### config.mk
export PLATFORM = sky130hd
export DESIGN_NAME = outport_uart_tx
export DESIGN_NICKNAME = d
export VERILOG_FILES = /design/src/rtl/outport_uart_tx_pkg.sv /design/src/rtl/outport_fifo.sv /design/src/rtl/outport_uart_tx.sv
export SDC_FILE = /design/constraint.sdc
export NUM_CORES = 1
export LEC_CHECK = 0
export CAP_MARGIN = 15
export CORE_ASPECT_RATIO = 0.5
export CORE_MARGIN = 2
export CORE_UTILIZATION = 50
export CTS_CLUSTER_SIZE = 30
export DETAILED_ROUTE_END_ITERATION = 12
export PLACE_DENSITY = 0.69
export SLEW_MARGIN = 20
export SYNTH_ARGS = -nofsm -noshare
export SYNTH_HDL_FRONTEND = slang
export SYNTH_HIERARCHICAL = 1
export SYNTH_SLANG_ARGS = --single-unit
export TNS_END_PERCENT = 5
### constraint.sdc
create_clock -name clk -period 3.8 [get_ports clk]
set_clock_uncertainty 0.1 [all_clocks]
set_input_delay 0.76 -clock clk [delete_from_list [all_inputs] [get_ports clk]]
set_output_delay 0.76 -clock clk [all_outputs]
set_load 0.05 [all_outputs]
### src/rtl/outport_uart_tx_pkg.sv
// Shared encodings for the output-port UART transmitter.
package outport_uart_tx_pkg;

    typedef enum logic [1:0] {
        ST_IDLE  = 2'd0,
        ST_START = 2'd1,
        ST_DATA  = 2'd2,
        ST_STOP  = 2'd3
    } state_t;

    localparam int BYTES_PER_WORD = 4;

endpackage

### src/rtl/outport_fifo.sv
// DEPTH x WIDTH synchronous FIFO with a registered occupancy count.
// Push is ignored when full and pop is ignored when empty; both may happen on one edge.
module outport_fifo #(
    parameter int DEPTH = 4,
    parameter int WIDTH = 32
) (
    input  logic                     clk,
    input  logic                     rst,
    input  logic                     push_i,
    input  logic [WIDTH-1:0]         push_dat_i,
    input  logic                     pop_i,
    output logic [WIDTH-1:0]         head_o,
    output logic [$clog2(DEPTH):0]   level_o,
    output logic                     full_o
);
    localparam int AW = $clog2(DEPTH);
    localparam logic [AW:0] FULL_LVL = DEPTH[AW:0];

    logic [WIDTH-1:0] mem_q [DEPTH];
    logic [AW-1:0]    wr_ptr_q, rd_ptr_q;
    logic [AW:0]      level_q, level_d;
    logic             do_push, do_pop;

    assign full_o  = (level_q == FULL_LVL);
    assign level_o = level_q;
    assign head_o  = mem_q[rd_ptr_q];
    assign do_push = push_i && !full_o;
    assign do_pop  = pop_i && (level_q != '0);

    always_comb begin
        level_d = level_q;
        case ({do_push, do_pop})
            2'b10:   level_d = level_q + 1'b1;
            2'b01:   level_d = level_q - 1'b1;
            default: level_d = level_q;
        endcase
    end

    always_ff @(posedge clk or posedge rst) begin
        if (rst) begin
            wr_ptr_q <= '0;
            rd_ptr_q <= '0;
            level_q  <= '0;
        end else begin
            if (do_push) wr_ptr_q <= wr_ptr_q + 1'b1;
            if (do_pop)  rd_ptr_q <= rd_ptr_q + 1'b1;
            level_q <= level_d;
        end
    end

    // Storage needs no reset: only entries between the pointers are ever read.
    always_ff @(posedge clk) begin
        if (do_push) mem_q[wr_ptr_q] <= push_dat_i;
    end

endmodule

### src/rtl/outport_uart_tx.sv
// Buffers 32-bit output-port words and sends each as 4 UART frames, LSB byte first.
// First start bit one edge after a write into an empty idle FIFO; writes while full are dropped and flagged.
module outport_uart_tx
    import outport_uart_tx_pkg::*;
#(
    parameter int CLKS_PER_BIT = 16,
    parameter int DEPTH        = 4
) (
    input  logic                    clk,
    input  logic                    rst,
    input  logic                    out_wr,
    input  logic [31:0]             out_data,
    output logic                    tx,
    output logic                    busy,
    output logic                    full,
    output logic                    overflow,
    output logic [$clog2(DEPTH):0]  level
);
    localparam int BW = (CLKS_PER_BIT > 1) ? $clog2(CLKS_PER_BIT) : 1;
    localparam logic [BW-1:0] BAUD_MAX  = BW'(CLKS_PER_BIT - 1);
    localparam logic [1:0]    LAST_BYTE = 2'(BYTES_PER_WORD - 1);

    state_t          state_q, state_d;
    logic [BW-1:0]   baud_q, baud_d;
    logic [2:0]      bit_q, bit_d;
    logic [1:0]      byte_q, byte_d;
    logic [31:0]     shreg_q, shreg_d;
    logic            tx_q, tx_d;
    logic            ovf_q, ovf_d;
    logic            pop;
    logic            baud_wrap;
    logic [31:0]     fifo_head;
    logic [$clog2(DEPTH):0] fifo_level;
    logic            fifo_full;

    outport_fifo #(.DEPTH(DEPTH), .WIDTH(32)) u_fifo (
        .clk        (clk),
        .rst        (rst),
        .push_i     (out_wr),
        .push_dat_i (out_data),
        .pop_i      (pop),
        .head_o     (fifo_head),
        .level_o    (fifo_level),
        .full_o     (fifo_full)
    );

    assign baud_wrap = (baud_q == BAUD_MAX);
    assign ovf_d     = ovf_q | (out_wr & fifo_full);

    always_comb begin
        state_d = state_q;
        baud_d  = baud_q;
        bit_d   = bit_q;
        byte_d  = byte_q;
        shreg_d = shreg_q;
        tx_d    = tx_q;
        pop     = 1'b0;
        if (state_q != ST_IDLE) baud_d = baud_wrap ? '0 : baud_q + 1'b1;
        case (state_q)
            ST_IDLE: begin
                tx_d = 1'b1;
                if (fifo_level != '0) begin
                    pop     = 1'b1;
                    shreg_d = fifo_head;
                    byte_d  = '0;
                    baud_d  = '0;
                    tx_d    = 1'b0;
                    state_d = ST_START;
                end
            end
            ST_START: begin
                if (baud_wrap) begin
                    bit_d   = '0;
                    tx_d    = shreg_q[0];
                    state_d = ST_DATA;
                end
            end
            ST_DATA: begin
                // The shifter always presents the current bit at [0], so after 8 shifts the next byte is in place.
                if (baud_wrap) begin
                    shreg_d = shreg_q >> 1;
                    if (bit_q == 3'd7) begin
                        tx_d    = 1'b1;
                        state_d = ST_STOP;
                    end else begin
                        bit_d = bit_q + 1'b1;
                        tx_d  = shreg_q[1];
                    end
                end
            end
            ST_STOP: begin
                if (baud_wrap) begin
                    if (byte_q != LAST_BYTE) begin
                        byte_d  = byte_q + 1'b1;
                        tx_d    = 1'b0;
                        state_d = ST_START;
                    end else if (fifo_level != '0) begin
                        pop     = 1'b1;
                        shreg_d = fifo_head;
                        byte_d  = '0;
                        tx_d    = 1'b0;
                        state_d = ST_START;
                    end else begin
                        tx_d    = 1'b1;
                        state_d = ST_IDLE;
                    end
                end
            end
            default: state_d = ST_IDLE;
        endcase
    end

    always_ff @(posedge clk or posedge rst) begin
        if (rst) begin
            state_q <= ST_IDLE;
            baud_q  <= '0;
            bit_q   <= '0;
            byte_q  <= '0;
            shreg_q <= '0;
            tx_q    <= 1'b1;
            ovf_q   <= 1'b0;
        end else begin
            state_q <= state_d;
            baud_q  <= baud_d;
            bit_q   <= bit_d;
            byte_q  <= byte_d;
            shreg_q <= shreg_d;
            tx_q    <= tx_d;
            ovf_q   <= ovf_d;
        end
    end

    assign tx       = tx_q;
    assign overflow = ovf_q;
    assign full     = fifo_full;
    assign level    = fifo_level;
    assign busy     = (state_q != ST_IDLE) | (fifo_level != '0);

endmodule

# Word level (Yosys, flattened, before mapping)
# Memory sizes are Yosys's and may differ from the RTL's.
# Cells that the tools add are included.
# word_totals
wordCells	91
ff_bits	52
memories	1
mem_bits_rw	128
# classes
add_sub_neg	7
reduce_logical	15
muxes	39
n_bitwise	3
n_eq_ne	16
# memory_table
name	words	width	rd	rd_ports_with_merged_regs	write_ports	line_no	rtl
u_fifo.mem_q	4	32	1	0	1	outport_fifo.sv:19	logic [WIDTH-1:0] mem_q [DEPTH];
# ops
cell	count
2-to-1 mux 32 bit	4
case mux 32 bit (3 select lines)	1
2-to-1 mux 2 bit	8
2-to-1 mux 4 bit	4
inequality test 2 bit (second input constant)	8
2-to-1 mux 1 bit	13
case mux 3 bit (2 select lines)	2
2-to-1 mux 3 bit	3
case mux 2 bit (4 select lines)	1
AND reduction 4 bit	2
nonzero test 2 bit	4
adder 2 x 1 -> 2 bit (second input constant)	3
adder 3 x 1 -> 3 bit (second input constant)	2
== test 2 bit (second input constant)	3
== test 3 bit (second input constant)	2
nonzero test 3 bit	2
AND reduction 5 bit	1
adder 4 x 1 -> 4 bit (second input constant)	1
== test 2 x 1 -> 1 bit (second input constant)	2
== test 4 bit (second input constant)	1
case mux 1 bit (4 select lines)	1
case mux 2 bit (2 select lines)	1
AND reduction 3 bit	1
subtractor 3 x 1 -> 3 bit (second input constant)	1
other kinds (7)	9

# Logic depth before layout (Yosys ltp)
# Gate-level depths: netlist of run 1.
# depth
ltp_word	8
mapped_depth	12

# By module
# The synthesis of run 1 kept the hierarchy.
# by_module_without_submodules
module	cells_each	n_inst	area_per_inst_um2	seq_area_each_um2
outport_fifo	205	1	5089.9	4018.9
outport_uart_tx	229	1	2469.9	1127.3

# Worst setup path before layout of run 1
# Ideal clock, no wire load.
# synth_timing
path_kind	register to register
from	register u_fifo.level_q[2], in the netlist u_fifo/level_o[2]
to	register u_fifo.level_q[2], in the netlist u_fifo/level_o[2]
path_buffers	0
arrival_time_ns	2.699
setup_time_ns	0.148
stages_incl_launch_ff	10
path_slack_ns	0.853
synth_period_minus_slack_ns	2.947
cell_sequence	dfrtp_1 nor3b_2 nor2b_2 inv_1 ha_1 inv_1 fa_1 xor2_1 nor2_1 xor2_1
# synth_between
elab_cells_between_ends	15
# synth_rtl
item	line_no	rtl
start, declared	outport_fifo.sv:21	logic [AW:0] level_q, level_d;
start signal, assigned	outport_fifo.sv:47	level_q <= level_d;
== test 3 bit *	outport_fifo.sv:24	assign full_o = (level_q == FULL_LVL);
via full	outport_uart_tx.sv:15	output logic full,
logical NOT 1 bit *	outport_fifo.sv:27	assign do_push = push_i && !full_o;
logical AND 1 bit *	outport_fifo.sv:27	
== test 2 x 1 -> 1 bit or == test 2 bit (tied branches)	outport_fifo.sv:32	case ({do_push, do_pop})
case mux 3 bit (2 select lines) or nonzero test 2 bit (tied branches)	-	
# Mark *: on every way through the listed nets, which the timed path passes. The rest lies on a longest branch.
# A chain may end at the register's enable or synchronous reset.

# Final worst setup path of run 1
# layout_timing
from	register state_q[0]
to	output port busy
# layout_between
elab_chain_len	2
# layout_lines
item	line_no	rtl
start, declared	outport_uart_tx.sv:23	state_t state_q, state_d;
start signal, assigned	outport_uart_tx.sv:123	state_q <= state_d;
nonzero test 2 bit	outport_uart_tx.sv:137	assign busy = (state_q != ST_IDLE) | (fifo_level != '0);
OR 1 bit	outport_uart_tx.sv:137	
end, declared	outport_uart_tx.sv:14	output logic busy,
# No other way between the ends.

==> impl_metrics.csv, run 1 <==
group,metric,value,unit
outcome,status,"completed",
synth,synth_adder_area_share,0.0242,
critical_path,crit_path_start_kind,"flop",
finish,nFillCells,1066,
synth,synth_edf_count,128,
finish,insertedDiodeCount,0,
timing,rsz0062_at_grt,"false",
floorplan,fp-row-count,31,
power,max-vdd-ir-drop,0.508,mV
finish,instances_no_fill,696,
timing,worst_slew_pin_slew,0.853,ns
drt,wl,12.8,mm
timing,slew_headroom,0.431,
global_routing,antenna_found_initial,0,
timing,slew_violations,0,
synth,ys_warn_count,6,
floorplan,die_area,16200,um2
synth,yosys.cell_types.count,49,
clocking,cts_made_buffers,17,
run,drv_cap,0,
synth,ys.flop_type,"edfxtp_1",
global_routing,grt_pass1_vias,3796,
timing,max_freq,0.279,GHz
drt,antenna_left,0,
synth,synth_nets,483,
drt,drc,0,
floorplan,die_h,90.9,um
power,cellPowerDensity,846,nW/um2
global_routing,grt_pass1_wl,21.0,mm
finish,register_area,5150,um2
synth,synth.most_common_cell,"edfxtp_1",
finish,multi_input_area,2170,um2
finish,area_growth,15.5,%
clocking,cts_root_buf,"clkbuf_16",
synth,synth.ff_latch_count,180,
clocking,clkLatencyLatePin,0.43,ns
critical_path,rrSetupSlack,0.92,ns
critical_path,critPathRequiredTime,2.94,ns
synth,yosysTopAreaCell,"edfxtp_1",
timing,tns,0,ns
finish,nNetsFinal,534,
synth,synth_compound_area_frac,0.0679,
clocking,cts_tree,"done",
global_routing,gr-total-overflow,0,
drt,drt_iter0_drc,280,
floorplan,start_util,0.517,
clocking,clockBufferDepth,2,
synth,ys_seq_area_frac,0.681,
global_routing,grt_usage,0.175,
place,dp.cells,664,
place,portBuffers,41,
drt,wl_per_cell,18.4,um
synth,synth_commonest_cells,"edfxtp_1 (128), dfrtp_1 (51), nor2_1 (34)",
synth,synth_top_family_by_area,"multiplexers",
critical_path,end_kind,"primary output",
floorplan,die_w,178,um
floorplan,io_pins,42,
place,dp_hpwl,7.89,mm
timing,setup_violations,0,
synth,synth_area_per_cell,17.4,um2
critical_path,crit_type,"flop to primary output",
clocking,h-tree-depth,4,
critical_path,worstPathMaxFanout,15,
synth,synth_xor_xnor_area_share,0.00695,
min_path,hp-class,"flop to flop",
drt,vias,3835,
clocking,clkSlewWorstSetupHoldPaths,0.08,ns
global_routing,grt_max_degree,47,
floorplan,core,14600,um2
finish,drive_gt1_frac,0.229,
critical_path,crit_arrival,2.72,ns
synth,async_flop_share,0.289,
synth,mappedNetlistArea,7560,um2
drt,viasPerCell,5.51,
power,p_leak,3.11,nW
timing,period_needed,3.58,ns
synth,syn-instance-count,434,
synth,synthMuxAreaShare,0.143,
place,gp_congestion,0.747,
timing,finalHoldViolations,0,
synth,synth.area.top_cells,"edfxtp_1 (51%), dfrtp_1 (17%), mux4_2 (8.3%)",
clocking,clock-sinks,180,
drt,first_pass_iters,4,
synth,synth_top_area_frac,0.508,
timing,fin_crit_sh,0.942,
synth,synth-simple-area-share,0.0452,
## sequential cells by signal (all words and copies together), names as in the netlist
name,count
baud_q,4
bit_q,3
byte_q,2
overflow,1
shreg_q,32
state_q,2
tx,1
u_fifo/level_o,3
u_fifo/mem_q,128
u_fifo/rd_ptr_q,2
u_fifo/wr_ptr_q,2
## worst max-delay path, stage by stage, from the launching register on
cell	delay [ns]
dfrtp_1	0.41
inv_1	0.14
ha_2	0.35
or4b_2	0.66
clkdlybuf4s50_1	0.73
## repair_timing
| action | in CTS | in global routing |
|---|---|---|
| endpoints found under the setup margin | 0 | 1 |
| hold buffers | 0 | 0 |
| buffers inserted | 0 | 0 |
| gates resized for setup | 0 | 1 |
## worst paths after layout
kind                                            endpoint  cells past startpoint              startpoint
max reg2reg                u_fifo/level_o[2]$_DFFE_PP0P_                     11     baud_q[0]$_DFF_PP0_
min reg2reg                           overflow$_DFF_PP0_                      1      overflow$_DFF_PP0_
min                                   overflow$_DFF_PP0_                      1      overflow$_DFF_PP0_
min in group asynchronous  u_fifo/level_o[0]$_DFFE_PP0P_                      2                     rst
max in group asynchronous        shreg_q[28]$_DFFE_PP0P_                      2                     rst
max                                                 busy                      4  state_q[0]$_DFFE_PP0P_
## power breakdown
group | leakage, nW | internal [mW] | switching [mW]
clock | 0.283 | 0.882 | 0.829
sequential | 1.77 | 2.69 | 0.321
combinational | 1.05 | 1.20 | 1.47
total | 3.11 | 4.77 | 2.62
## stage by stage
stage / utilization / power (mW) / setup WS [ns] / hold slack, ns / instance area [um2]
floorplan: - / 5.26 / 0.853 / 0.365 / 7560
global placement: 0.557 / 5.67 / 0.634 / 0.339 / 8140
detailed placement: 0.557 / 5.75 / 0.572 / 0.347 / 8140
CTS: 0.597 / 7.46 / 0.0924 / 0.363 / 8730
global route: 0.597 / 7.84 / 0.103 / 0.384 / 8730
finish: 0.597 / 7.39 / 0.219 / 0.356 / 8730
## placed cells by master (no fill, tap or decap), types with 4 or more instances in the layout
cell and n:
edfxtp_1 128, dfrtp_1 50, clkdlybuf4s50_1 41, nor2_1 34, mux2i_1 32, a21oi_2 29, mux4_2 28, clkbuf_16 17
ha_1 11, buf_4 11, inv_1 10, nand2_1 10, o21ai_0 8, nor3_1 6, a21oi_1 6, a22o_1 4
inv_8 4, clkinv_8 4, and2_1 4, mux4_1 4
## layer usage
| layer | share of wire | track usage |
|---|---|---|
| met1 | 0.49 | 0.256 |
| met2 | 0.46 | 0.258 |
| met3 | 0.035 | 0.0364 |
| met4 | 0.012 | 0.0683 |
| met5 | 0 | 0 |
## area by class of cell
cell class                      count  area share
Sequential cell                   180       0.589
Multi-Input combinational cell    221       0.249
Timing Repair Buffer               54      0.0610
Clock buffer                       17      0.0487
Tap cell                          198      0.0284
Clock inverter                     15      0.0189
Inverter                           11     0.00487
## logic make-up after synthesis
kind of cell	after synthesis
flip-flops	180
multiplexers	66
buffers and inverters	33
XOR/XNOR	6
AO/OA/AOI/OAI	64
adder cells (fa/ha/maj)	14
AND/OR/NAND/NOR	71
(Power assumes the default switching activity.)
==> inputs of run 2 (changes only) <==
--- a/config.mk
+++ b/config.mk
@@ -5,6 +5,7 @@
 export SDC_FILE = /design/constraint.sdc
 export NUM_CORES = 1
 export LEC_CHECK = 0
+export ABC_AREA = 0
 export CAP_MARGIN = 15
 export CORE_ASPECT_RATIO = 0.5
 export CORE_MARGIN = 2
==> constraint.sdc (replaced) <==
create_clock -name clk -period 4 [get_ports clk]
set_clock_uncertainty 0.1 [all_clocks]
set_input_delay 0.8 -clock clk [delete_from_list [all_inputs] [get_ports clk]]
set_output_delay 0.8 -clock clk [all_outputs]
set_load 0.05 [all_outputs]
==> run 2 against run 1 <==
Effect of this change: worst hold slack better by 0.00057 ns; clock-buffer cell count is 1 higher; critical path depth stayed put; utilization is 0.17 points lower; critical endpoint unchanged; largest power group unchanged; clock power hardly changed; wire length hardly changed.
==> impl_metrics.csv, run 2 (synthesis results as in run 1) <==
group,metric,value,unit
outcome,status,"completed",
critical_path,crit_arrival,2.83,ns
timing,setup_violations,0,
floorplan,die_area,16200,um2
place,portBuffers,41,
critical_path,crit_type,"flop to primary output",
global_routing,antenna_found_initial,0,
timing,period_needed,3.73,ns
clocking,clkSlewWorstSetupHoldPaths,0.07,ns
critical_path,path_buf_inv,2,
timing,tns,0,ns
finish,nFillCells,1087,
clocking,clock-sinks,180,
critical_path,cpMaxStageDelayCell,"clkdlybuf4s50_1",
timing,finalHoldViolations,0,
floorplan,die_h,90.9,um
power,p_clk_frac,0.240,
power,intPower,4.61,mW
timing,slew_headroom,0.413,
floorplan,core,14600,um2
power,power_switching,2.44,mW
global_routing,grt_max_degree,63,
timing,holdWs,0.356,ns
clocking,cts_root_buf,"clkbuf_16",
critical_path,crit_path_start_kind,"flop",
global_routing,grt_usage,0.175,
floorplan,fp-row-count,31,
power,max-vdd-ir-drop,0.426,mV
timing,worst_slew_pin_slew,0.879,ns
drt,antenna_left,0,
place,gp_congestion,0.795,
finish,largest_register_ffs,128,
timing,max_freq,0.268,GHz
power,power_frac_comb,0.356,
clocking,clockBufferDepth,2,
finish,instances_no_fill,693,
critical_path,timing.rr.start,"baud_q[0]$_DFF_PP0_",
drt,wl,12.8,mm
timing,rsz0062_at_grt,"false",
place,dp_hpwl,7.51,mm
clocking,cts_tree,"done",
drt,first_pass_iters,5,
power,cellPowerDensity,810,nW/um2
global_routing,gr-total-overflow,0,
floorplan,die_w,178,um
drt,vias,3790,
min_path,hp-start,"overflow$_DFF_PP0_",
global_routing,grt_pass1_wl,20.9,mm
finish,insertedDiodeCount,0,
clocking,cts_hold_buf,0,
drt,drt_iter0_drc,299,
finish,utilization,0.596,
finish,largest_register,"u_fifo/mem_q",
finish,final_cell_mix,"edfxtp_1 (128), dfrtp_1 (50), clkdlybuf4s50_1 (41)",
finish,reg_top3,"u_fifo/mem_q: 128 flops, shreg_q: 32 flops, baud_q: 4 flops",
min_path,hp-class,"flop to flop",
finish,layout.cells.most_common,"edfxtp_1",
finish,nNetsFinal,531,
critical_path,end_kind,"primary output",
power,p_leak,3.10,nW
critical_path,cp_top_family,"buffers and inverters",
timing,slew_violations,0,
global_routing,grt_pass1_vias,3933,
clocking,clkLatencyLatePin,0.42,ns
floorplan,start_util,0.517,
critical_path,worstPathMaxFanout,15,
finish,finalInstanceArea,8710,um2
drt,wl_per_cell,18.4,um
clocking,cts_made_buffers,17,
finish,area_growth,15.2,%
power,p_sw_frac,0.346,
drt,drc,0,
critical_path,crit_start,"state_q[0]$_DFFE_PP0P_",
critical_path,cpPeakStageDelay,0.73,ns
critical_path,crit_chain,"inv_1, ha_1, or4b_2, clkdlybuf4s50_1",
timing,fin_crit_sh,0.933,
floorplan,io_pins,42,
place,placed_area,8090,um2
drt,viasPerCell,5.47,
clocking,cts_setup_buffers,0,
power,p_seq_frac,0.404,
clocking,cts_resized,0,
run,drv_cap,0,
clocking,h-tree-depth,4,
finish,drive_gt1_frac,0.220,
place,dp.cells,661,
critical_path,critPathRequiredTime,3.10,ns
==> run 2: cell types whose count changed in the layout (fill, tap and decap cells not counted), sizes merged <==
cell      previous run  this run
clkinvlp             2         1
clkbuf              17        18
clkinv               7         5
bufinv               0         2
buf                 13        10
==> run 2: path summary, 6_finish.rpt <==
kind / endpoint / slack, ns / depth (start not counted)
worst min-delay path: overflow$_DFF_PP0_ / 0.36 / 1
min in group asynchronous: u_fifo/level_o[2]$_DFFE_PP0P_ / 0.63 / 2
max in group asynchronous: shreg_q[0]$_DFFE_PP0P_ / 2.42 / 2
worst max register to register: u_fifo/level_o[2]$_DFFE_PP0P_ / 1.07 / 11
worst min register to register: overflow$_DFF_PP0_ / 0.36 / 1
worst max-delay path: busy / 0.27 / 4
==> run 2: final cells by class <==
cell class | count | area [um2] | share of cell area
clock buffer | 18 | 429 | 0.0493
sequential | 180 | 5150 | 0.591
inverter | 11 | 42.5 | 0.00488
multi-input combinational | 221 | 2170 | 0.249
timing repair buffer | 51 | 485 | 0.0557
tap | 198 | 248 | 0.0284
clock inverter | 14 | 186 | 0.0214
==> run 2: per-layer routing <==
layer  routed length, um  global-route usage  vias up
li1                    -                   -     1777
met2                6170               0.270       73
met5                   0                   0        -
met3                 566              0.0398        4
met4                  60              0.0512        0
met1                5990               0.251     1936
==> run 2: metrics by stage <==
| stage | power [mW] | worst slack, ns |
|---|---|---|
| 3_3_place_gp | 5.35 | 0.803 |
| 5_1_grt | 7.50 | 0.160 |
| 2_1_floorplan | 5.00 | 1.05 |
| 4_1_cts | 7.15 | 0.258 |
| 6_report | 7.05 | 0.268 |
| 3_5_place_dp | 5.43 | 0.719 |
==> run 2: power groups by stage <==
stage	Sequential, mW	Clock [mW]	Combinational, mW
finish	2.85	1.69	2.51
global route	2.91	1.79	2.79
CTS	2.86	1.72	2.56
detailed placement	2.89	0	2.54
global placement	2.87	0	2.49
floorplan	2.85	0	2.15
